`src/rtl/mccp_host_loader_if.sv`:
```
// mccp_host_loader_if
//   Avalon-MM bundle between the host loader and videocard_top.
//   Memory master: mem_address/mem_writedata/mem_write/mem_read out,
//                  mem_readdata/mem_waitrequest in.
//   Control master: ctl_address/ctl_writedata/ctl_write/ctl_read out,
//                   ctl_readdata in.
interface mccp_host_loader_if #(
    parameter int unsigned WIDTH  = 32,
    parameter int unsigned ADDR_W = 17
);
    logic [ADDR_W-1:0] mem_address;
    logic [WIDTH-1:0]  mem_writedata;
    logic              mem_write;
    logic              mem_read;
    logic [WIDTH-1:0]  mem_readdata;
    logic              mem_waitrequest;
    logic              ctl_address;
    logic [WIDTH-1:0]  ctl_writedata;
    logic              ctl_write;
    logic              ctl_read;
    logic [WIDTH-1:0]  ctl_readdata;

    modport master (
        output mem_address, mem_writedata, mem_write, mem_read,
        input  mem_readdata, mem_waitrequest,
        output ctl_address, ctl_writedata, ctl_write, ctl_read,
        input  ctl_readdata
    );

    modport slave (
        input  mem_address, mem_writedata, mem_write, mem_read,
        output mem_readdata, mem_waitrequest,
        input  ctl_address, ctl_writedata, ctl_write, ctl_read,
        output ctl_readdata
    );
endinterface

```
`src/rtl/mccp_host_loader.sv`:
```
// mccp_host_loader
//   Boots the MCCP videocard: copies program and data images from a local
//   word ROM into shared memory, kicks the cores, polls status until idle and
//   optionally streams a result window back out.
//   Ports: clk, reset_sink_reset (sync, active high), start, prog_len,
//          data_len, rd_len, rom_address/rom_data (ROM, 1-cycle latency),
//          bus (memory + control Avalon-MM master), res_data/res_valid/
//          res_ready (result stream), busy, done, timeout.
//   Optional feature macro: MCCP_LOADER_READBACK_EN enables the readback
//   phase; without it res_* are tied low and rd_len is ignored.
module mccp_host_loader #(
    parameter int unsigned WIDTH     = 32,
    parameter int unsigned ADDR_W    = 17,
    parameter int unsigned PROG_BASE = 65536,
    parameter int unsigned DATA_BASE = 0,
    parameter int unsigned LEN_W     = 16,
    parameter int unsigned POLL_MAX  = 65535
) (
    input  logic               clk,
    input  logic               reset_sink_reset,
    input  logic               start,
    input  logic [LEN_W-1:0]   prog_len,
    input  logic [LEN_W-1:0]   data_len,
    input  logic [LEN_W-1:0]   rd_len,
    output logic [LEN_W-1:0]   rom_address,
    input  logic [WIDTH-1:0]   rom_data,
    mccp_host_loader_if.master bus,
    output logic [WIDTH-1:0]   res_data,
    output logic               res_valid,
    input  logic               res_ready,
    output logic               busy,
    output logic               done,
    output logic               timeout
);

    typedef enum logic [3:0] {
        S_IDLE, S_FETCH, S_WRITE, S_KICK, S_POLL_REQ, S_POLL_WAIT,
        S_RD_REQ, S_RD_WAIT, S_RD_OUT, S_DONE
    } state_e;

    state_e             state_q, state_d;
    logic [LEN_W-1:0]   idx_q, idx_d;
    logic               phase_q, phase_d;       // 0: program image, 1: data image
    logic [LEN_W-1:0]   poll_q, poll_d;
    logic [LEN_W-1:0]   prog_len_q, prog_len_d;
    logic [LEN_W-1:0]   data_len_q, data_len_d;
    logic               timeout_q, timeout_d;
    logic [LEN_W-1:0]   rom_address_q, rom_address_d;
    logic [ADDR_W-1:0]  mem_address_q, mem_address_d;
    logic               mem_write_q, mem_write_d;
    logic               mem_read_q, mem_read_d;
    logic               ctl_address_q, ctl_address_d;
    logic [WIDTH-1:0]   ctl_writedata_q, ctl_writedata_d;
    logic               ctl_write_q, ctl_write_d;
    logic               ctl_read_q, ctl_read_d;
    logic               busy_q, busy_d;
    logic               done_q, done_d;
    logic [LEN_W-1:0]   cur_len;
    logic [LEN_W-1:0]   idx_inc;
`ifdef MCCP_LOADER_READBACK_EN
    logic [LEN_W-1:0]   rd_len_q, rd_len_d;
    logic [WIDTH-1:0]   res_data_q, res_data_d;
    logic               res_valid_q, res_valid_d;
`endif

    // State and output registers
    always_ff @(posedge clk) begin
        if (reset_sink_reset) begin
            state_q         <= S_IDLE;
            idx_q           <= '0;
            phase_q         <= 1'b0;
            poll_q          <= '0;
            prog_len_q      <= '0;
            data_len_q      <= '0;
            timeout_q       <= 1'b0;
            rom_address_q   <= '0;
            mem_address_q   <= '0;
            mem_write_q     <= 1'b0;
            mem_read_q      <= 1'b0;
            ctl_address_q   <= 1'b0;
            ctl_writedata_q <= '0;
            ctl_write_q     <= 1'b0;
            ctl_read_q      <= 1'b0;
            busy_q          <= 1'b0;
            done_q          <= 1'b0;
`ifdef MCCP_LOADER_READBACK_EN
            rd_len_q        <= '0;
            res_data_q      <= '0;
            res_valid_q     <= 1'b0;
`endif
        end else begin
            state_q         <= state_d;
            idx_q           <= idx_d;
            phase_q         <= phase_d;
            poll_q          <= poll_d;
            prog_len_q      <= prog_len_d;
            data_len_q      <= data_len_d;
            timeout_q       <= timeout_d;
            rom_address_q   <= rom_address_d;
            mem_address_q   <= mem_address_d;
            mem_write_q     <= mem_write_d;
            mem_read_q      <= mem_read_d;
            ctl_address_q   <= ctl_address_d;
            ctl_writedata_q <= ctl_writedata_d;
            ctl_write_q     <= ctl_write_d;
            ctl_read_q      <= ctl_read_d;
            busy_q          <= busy_d;
            done_q          <= done_d;
`ifdef MCCP_LOADER_READBACK_EN
            rd_len_q        <= rd_len_d;
            res_data_q      <= res_data_d;
            res_valid_q     <= res_valid_d;
`endif
        end
    end

    // Next state, counters, and output values for the state being entered
    always_comb begin
        state_d    = state_q;
        idx_d      = idx_q;
        phase_d    = phase_q;
        poll_d     = poll_q;
        prog_len_d = prog_len_q;
        data_len_d = data_len_q;
        timeout_d  = timeout_q;
`ifdef MCCP_LOADER_READBACK_EN
        rd_len_d   = rd_len_q;
        res_data_d = res_data_q;
`endif
        cur_len    = phase_q ? data_len_q : prog_len_q;
        idx_inc    = idx_q + LEN_W'(1);

        case (state_q)
            S_IDLE: begin
                if (start) begin
                    prog_len_d = prog_len;
                    data_len_d = data_len;
`ifdef MCCP_LOADER_READBACK_EN
                    rd_len_d   = rd_len;
`endif
                    timeout_d  = 1'b0;
                    poll_d     = '0;
                    idx_d      = '0;
                    // an empty program image starts straight in the data image
                    phase_d    = (prog_len == '0);
                    state_d    = (prog_len == '0 && data_len == '0) ? S_KICK : S_FETCH;
                end
            end
            S_FETCH: state_d = S_WRITE;
            S_WRITE: begin
                if (!bus.mem_waitrequest) begin
                    if (idx_inc != cur_len) begin
                        idx_d   = idx_inc;
                        state_d = S_FETCH;
                    end else if (!phase_q && data_len_q != '0) begin
                        phase_d = 1'b1;
                        idx_d   = '0;
                        state_d = S_FETCH;
                    end else begin
                        state_d = S_KICK;
                    end
                end
            end
            S_KICK:     state_d = S_POLL_REQ;
            S_POLL_REQ: state_d = S_POLL_WAIT;
            S_POLL_WAIT: begin
                if (bus.ctl_readdata[0]) begin
                    if (poll_q == LEN_W'(POLL_MAX - 1)) begin
                        timeout_d = 1'b1;
                        state_d   = S_DONE;
                    end else begin
                        poll_d  = poll_q + LEN_W'(1);
                        state_d = S_POLL_REQ;
                    end
                end else begin
`ifdef MCCP_LOADER_READBACK_EN
                    idx_d   = '0;
                    state_d = (rd_len_q == '0) ? S_DONE : S_RD_REQ;
`else
                    state_d = S_DONE;
`endif
                end
            end
`ifdef MCCP_LOADER_READBACK_EN
            S_RD_REQ: begin
                if (!bus.mem_waitrequest) state_d = S_RD_WAIT;
            end
            S_RD_WAIT: begin
                res_data_d = bus.mem_readdata;
                state_d    = S_RD_OUT;
            end
            S_RD_OUT: begin
                if (res_ready) begin
                    if (idx_inc == rd_len_q) begin
                        state_d = S_DONE;
                    end else begin
                        idx_d   = idx_inc;
                        state_d = S_RD_REQ;
                    end
                end
            end
`endif
            S_DONE:  state_d = S_IDLE;
            default: state_d = S_IDLE;
        endcase

        // rom_address holds through WRITE so rom_data stays valid under waitrequest
        rom_address_d = rom_address_q;
        if (state_d == S_FETCH)
            rom_address_d = phase_d ? prog_len_d + idx_d : idx_d;

        mem_address_d = '0;
        if (state_d == S_WRITE)
            mem_address_d = (phase_d ? ADDR_W'(DATA_BASE) : ADDR_W'(PROG_BASE)) + ADDR_W'(idx_d);
        else if (state_d == S_RD_REQ)
            mem_address_d = ADDR_W'(DATA_BASE) + ADDR_W'(idx_d);

        mem_write_d     = (state_d == S_WRITE);
        mem_read_d      = (state_d == S_RD_REQ);
        ctl_write_d     = (state_d == S_KICK);
        ctl_writedata_d = (state_d == S_KICK) ? WIDTH'(1) : '0;
        ctl_read_d      = (state_d == S_POLL_REQ);
        ctl_address_d   = (state_d == S_POLL_REQ);
        busy_d          = (state_d != S_IDLE) && (state_d != S_DONE);
        done_d          = (state_d == S_DONE);
`ifdef MCCP_LOADER_READBACK_EN
        res_valid_d     = (state_d == S_RD_OUT);
`endif
    end

    assign rom_address       = rom_address_q;
    assign bus.mem_address   = mem_address_q;
    // ROM has one cycle of latency, so its word is forwarded during WRITE
    assign bus.mem_writedata = mem_write_q ? rom_data : '0;
    assign bus.mem_write     = mem_write_q;
    assign bus.mem_read      = mem_read_q;
    assign bus.ctl_address   = ctl_address_q;
    assign bus.ctl_writedata = ctl_writedata_q;
    assign bus.ctl_write     = ctl_write_q;
    assign bus.ctl_read      = ctl_read_q;
    assign busy              = busy_q;
    assign done              = done_q;
    assign timeout           = timeout_q;

`ifdef MCCP_LOADER_READBACK_EN
    assign res_data  = res_data_q;
    assign res_valid = res_valid_q;

    logic unused_c;
    assign unused_c = ^bus.ctl_readdata[WIDTH-1:1];
`else
    assign res_data  = '0;
    assign res_valid = 1'b0;

    logic unused_c;
    assign unused_c = ^{bus.ctl_readdata[WIDTH-1:1], rd_len, res_ready, bus.mem_readdata};
`endif

endmodule

```
`src/flat_wrapper.sv`:
```
// flat-port wrapper written by rule: the top's interface ports become plain ports
module mccp_host_loader_flat 
#(
    parameter int unsigned WIDTH     = 32,
    parameter int unsigned ADDR_W    = 17,
    parameter int unsigned PROG_BASE = 65536,
    parameter int unsigned DATA_BASE = 0,
    parameter int unsigned LEN_W     = 16,
    parameter int unsigned POLL_MAX  = 65535
)
  (clk, reset_sink_reset, start, prog_len, data_len, rd_len, rom_address, rom_data, res_data, res_valid, res_ready, busy, done, timeout, bus_mem_address, bus_mem_writedata, bus_mem_write, bus_mem_read, bus_mem_readdata, bus_mem_waitrequest, bus_ctl_address, bus_ctl_writedata, bus_ctl_write, bus_ctl_read, bus_ctl_readdata);
  mccp_host_loader_if #(.WIDTH(WIDTH), .ADDR_W(ADDR_W)) bus_i ();
  input  logic clk;
  input  logic reset_sink_reset;
  input  logic start;
  input  logic [LEN_W-1:0] prog_len;
  input  logic [LEN_W-1:0] data_len;
  input  logic [LEN_W-1:0] rd_len;
  output logic [LEN_W-1:0] rom_address;
  input  logic [WIDTH-1:0] rom_data;
  output logic [WIDTH-1:0] res_data;
  output logic res_valid;
  input  logic res_ready;
  output logic busy;
  output logic done;
  output logic timeout;
  output wire logic [$bits(bus_i.mem_address)-1:0] bus_mem_address;
  output wire logic [$bits(bus_i.mem_writedata)-1:0] bus_mem_writedata;
  output wire logic [$bits(bus_i.mem_write)-1:0] bus_mem_write;
  output wire logic [$bits(bus_i.mem_read)-1:0] bus_mem_read;
  input wire logic [$bits(bus_i.mem_readdata)-1:0] bus_mem_readdata;
  input wire logic [$bits(bus_i.mem_waitrequest)-1:0] bus_mem_waitrequest;
  output wire logic [$bits(bus_i.ctl_address)-1:0] bus_ctl_address;
  output wire logic [$bits(bus_i.ctl_writedata)-1:0] bus_ctl_writedata;
  output wire logic [$bits(bus_i.ctl_write)-1:0] bus_ctl_write;
  output wire logic [$bits(bus_i.ctl_read)-1:0] bus_ctl_read;
  input wire logic [$bits(bus_i.ctl_readdata)-1:0] bus_ctl_readdata;
  assign bus_mem_address = bus_i.mem_address;
  assign bus_mem_writedata = bus_i.mem_writedata;
  assign bus_mem_write = bus_i.mem_write;
  assign bus_mem_read = bus_i.mem_read;
  assign bus_i.mem_readdata = bus_mem_readdata;
  assign bus_i.mem_waitrequest = bus_mem_waitrequest;
  assign bus_ctl_address = bus_i.ctl_address;
  assign bus_ctl_writedata = bus_i.ctl_writedata;
  assign bus_ctl_write = bus_i.ctl_write;
  assign bus_ctl_read = bus_i.ctl_read;
  assign bus_i.ctl_readdata = bus_ctl_readdata;
  mccp_host_loader #(.WIDTH(WIDTH), .ADDR_W(ADDR_W), .PROG_BASE(PROG_BASE), .DATA_BASE(DATA_BASE), .LEN_W(LEN_W), .POLL_MAX(POLL_MAX)) u_core (.clk(clk), .reset_sink_reset(reset_sink_reset), .start(start), .prog_len(prog_len), .data_len(data_len), .rd_len(rd_len), .rom_address(rom_address), .rom_data(rom_data), .bus(bus_i), .res_data(res_data), .res_valid(res_valid), .res_ready(res_ready), .busy(busy), .done(done), .timeout(timeout));
endmodule
```
`config.mk`:
```
export PLATFORM = sky130hd
export DESIGN_NAME = mccp_host_loader_flat
export DESIGN_NICKNAME = d
export VERILOG_FILES = /design/src/rtl/mccp_host_loader_if.sv /design/src/rtl/mccp_host_loader.sv /design/src/flat_wrapper.sv
export SDC_FILE = /design/constraint.sdc
export NUM_CORES = 1
export LEC_CHECK = 0
export CORE_ASPECT_RATIO = 0.75
export CORE_MARGIN = 5
export CORE_UTILIZATION = 35
export CTS_BUF_LIST = sky130_fd_sc_hd__clkbuf_16
export DETAILED_ROUTE_END_ITERATION = 10
export PLACE_DENSITY = 0.77
export SYNTH_ARGS = -nofsm -noshare
export SYNTH_HDL_FRONTEND = slang
export SYNTH_SLANG_ARGS = --single-unit
```
`constraint.sdc`:
```
create_clock -name clk -period 11.5 [get_ports clk]
set_input_delay 2.3 -clock clk [delete_from_list [all_inputs] [get_ports clk]]
set_output_delay 2.3 -clock clk [all_outputs]
set_load 0.02 [all_outputs]
```
==> PnR_summary.wiki <==
{| class="wikitable"
! Metric !! Value
|-
| Power per standard cell area || 108 nW/um2
|-
| TritonCTS clock tree || built
|-
| Layout cell share with drive strength beyond 1 || 0.0418
|-
| Die area || 22200 um2
|-
| Warnings from Yosys || 0
|-
| Ys flop type || dfxtp_1
|-
| Initial DRC count || 582
|-
| Setup-failing EPs final || 0
|-
| Synth async-reset ratio || 0
|-
| Root cell of the clock tree || clkbuf_16
|-
| Antenna Diode Count || 0
|-
| Leading cell type in the layout, fill and taps excluded || clkdlybuf4s50_1
|-
| Multi-input gate area in the final layout || 4000 um2
|-
| Vias in the first global route || 5865
|-
| Maximum level of the CTS H-tree || 3
|-
| Post-synthesis sequential element count || 109
|-
| CTS Hold Bufs || 0
|-
| Number of fill cells || 1919
|-
| Maximum fanout along the worst path || 14
|-
| Final wirelength || 20.3 mm
|-
| Sequential Area || 2180 um2
|-
| Cell row count || 44
|-
| Required time of the critical path || 11.78 ns
|-
| Placer's final routability congestion estimate || 0.922
|-
| Antenna violations before repair || 0
|-
| Time the final worst path needs with I/O delays and setup || 7.38 ns
|-
| Clk_lat worst skew || 0.37 ns
|-
| Wire length per cell || 16.5 um
|-
| Average cell area after synthesis || 7.84 um2
|-
| Total number of clock tree sinks || 109
|-
| Sum of negative setup slack || 0 ns
|-
| Total congestion overflow || 0
|-
| Count of antenna-violating nets left after detailed routing || 0
|-
| Post-CTS Resized || 0
|-
| Data arrival time of the critical path || 7.66 ns
|-
| Number of maximum-capacitance violations || 0
|-
| Slew at the pin with the worst max-slew slack || 1.12 ns
|-
| Largest cells by area after synthesis || dfxtp_1 32%, buf_4 7.5%, nand2_1 5.8%
|-
| Summed instance area of the synthesized netlist || 6750 um2
|-
| Total count of max-transition violations in the final report || 0
|-
| Hold violation total from the final report || 0
|-
| Startpoint type of the worst setup path || input port
|-
| Leak pwr || 3.27 nW
|-
| Final worst-path cycle share || 0.642
|-
| Pin count of the biggest net entering global routing || 62
|-
| Top cell type's share of synthesized area || 0.323
|-
| Final nets || 1143
|-
| Gr usage total || 0.174
|-
| Headroom to the max-slew limit || 0.255
|-
| Horizontal extent of the die || 170 um
|-
| Critical path class || in -> reg
|-
| RSZ-0062 raised after global routing || no
|-
| Number of buffers inserted by port buffering || 142
|-
| Growth of design area from synthesis to finish || 24.0%
|-
| Clock tree buffer depth || 2
|-
| First-pass GRT wire length || 30.9 mm
|-
| DR DRC count || 0
|-
| TritonCTS Buffers || 9
|-
| Unique cell type count in the Yosys netlist || 70
|-
| Io pins || 287
|-
| Instance count of the mapped netlist || 861
|-
| Vertical die dimension || 130 um
|-
| Status || completed
|-
| Path class of the lowest-slack min-delay path || reg -> reg
|-
| Detailed-route via count || 6356
|-
| Average via count per standard cell || 5.15
|-
| Effective utilization at floorplan || 0.352
|-
| Top library cells by usage in the layout, fill and taps aside || 141 x clkdlybuf4s50_1, 109 x dfxtp_1, 104 x nand2_1
|-
| Cell accounting for the most synthesized area || dfxtp_1
|-
| Placed wire-length estimate || 15.7 mm
|-
| Skew final || 0.00838 ns
|-
| CTS clock-pin slew for the worst setup and hold paths || 0.08 ns
|-
| Maximum ir drop on the vdd rail || 0.0689 mV
|-
| Nature of the critical path endpoint || register
|-
| Worst setup timing slack at the placement stage || 4.00 ns
|-
| Achievable frequency || 136 MHz
|-
| Final Worst Setup Slack || 4.12 ns
|-
| Number of optimization iterations in the first detailed-route pass || 5
|-
| Number of enable-type register cells in the synthesized netlist || 0
|-
| Total setup buffers inserted after CTS || 0
|-
| Placeable core region || 19200 um2
|-
| Post-synthesis sequential area ratio || 0.323
|}
## kinds of logic (layout without fill, tap and decap cells)
kind of cell    after synthesis  count (layout)  synth area share
mux                          21              21            0.0343
other cells                   1              65          0.000556
flops                       109             109             0.323
simple gates                375             375             0.279
xor+xnor                     46              46            0.0617
fa+ha+maj                    19              19            0.0363
buf+inv                     139             194             0.119
compound gates              151             151             0.145
## synthesized netlist by cell type (6+ instances only)
cell type	n
nor3_1	23
and2_1	38
a31oi_1	7
buf_4	67
buf_2	13
xor2_1	18
or3_1	8
mux2i_1	17
nand4_1	19
dfxtp_1	109
o211ai_1	14
inv_1	30
a21o_1	6
nor2_1	91
a211oi_1	7
nand2_1	104
ha_1	18
xnor2_1	27
a21oi_1	60
clkbuf_1	26
nor4_1	15
o21ai_0	21
nand3_1	28
and3_1	14
## power breakdown
group          total (mW)  internal, mW  switching, mW
Clock               0.319         0.155          0.164
Combinational       0.180        0.0693          0.111
Sequential          0.402         0.389         0.0127
Total               0.901         0.614          0.288
## layer usage
metal,up-vias,wire (um),global-route usage
met2,226,9670,0.286
li1,3079,-,-
met4,0,438,0.0549
met5,-,0,0
met1,3017,8780,0.234
met3,34,1450,0.0312
## layout make-up
cell class	count	share of cell area
Multi-Input combinational cell	677	0.478
Sequential cell	109	0.261
Timing Repair Buffer	147	0.174
Tap cell	253	0.0378
Clock buffer	9	0.0269
Inverter	31	0.0139
Clock inverter	7	0.00897
## stage by stage
step | util | hold WS, ns | cell area (um2) | instances | power, mW
2_1_floorplan | - | 0.446 | 6990 | 925 | 0.539
3_3_place_gp | 0.421 | 0.457 | 8070 | 1217 | 0.586
3_5_place_dp | 0.421 | 0.468 | 8070 | 1217 | 0.589
4_1_cts | 0.437 | 0.485 | 8370 | 1233 | 0.906
5_1_grt | 0.437 | 0.501 | 8370 | 1233 | 0.939
6_report | 0.437 | 0.484 | 8370 | 1233 | 0.901
## sequential cells by signal, indices dropped and copies added (netlist names), 4 cells and up
| name | count |
|---|---|
| u_core.poll_q | 16 |
| u_core.bus.mem_address | 17 |
| u_core.rom_address | 16 |
| u_core.state_q | 4 |
| u_core.idx_q | 16 |
| u_core.prog_len_q | 16 |
| u_core.data_len_q | 16 |
## critical path, cell delays in order
cell,delay [ns]
clkdlybuf4s50_1,0.69
o21ai_0,0.26
o311ai_0,0.26
a21oi_1,0.55
nand2_1,0.37
a211oi_1,0.92
inv_1,0.10
ha_1,0.26
a211oi_1,0.32
o211ai_1,0.20
nand3_1,0.12
a21oi_1,0.09
o41ai_1,0.31
xor2_1,0.22
o21ai_0,0.15
or3_1,0.34
o311ai_1,0.22
## final timing paths
check	from	to	slack [ns]	depth (start not counted)
worst max-delay path	bus_mem_waitrequest	u_core.rom_address[15]	4.12	17
worst max register to register	u_core.phase_q	u_core.rom_address[15]	5.19	20
worst min register to register	u_core.timeout	u_core.timeout	0.48	2
worst min-delay path	u_core.timeout	u_core.timeout	0.48	2
No activity file was read; power rests on OpenSTA's default activity.
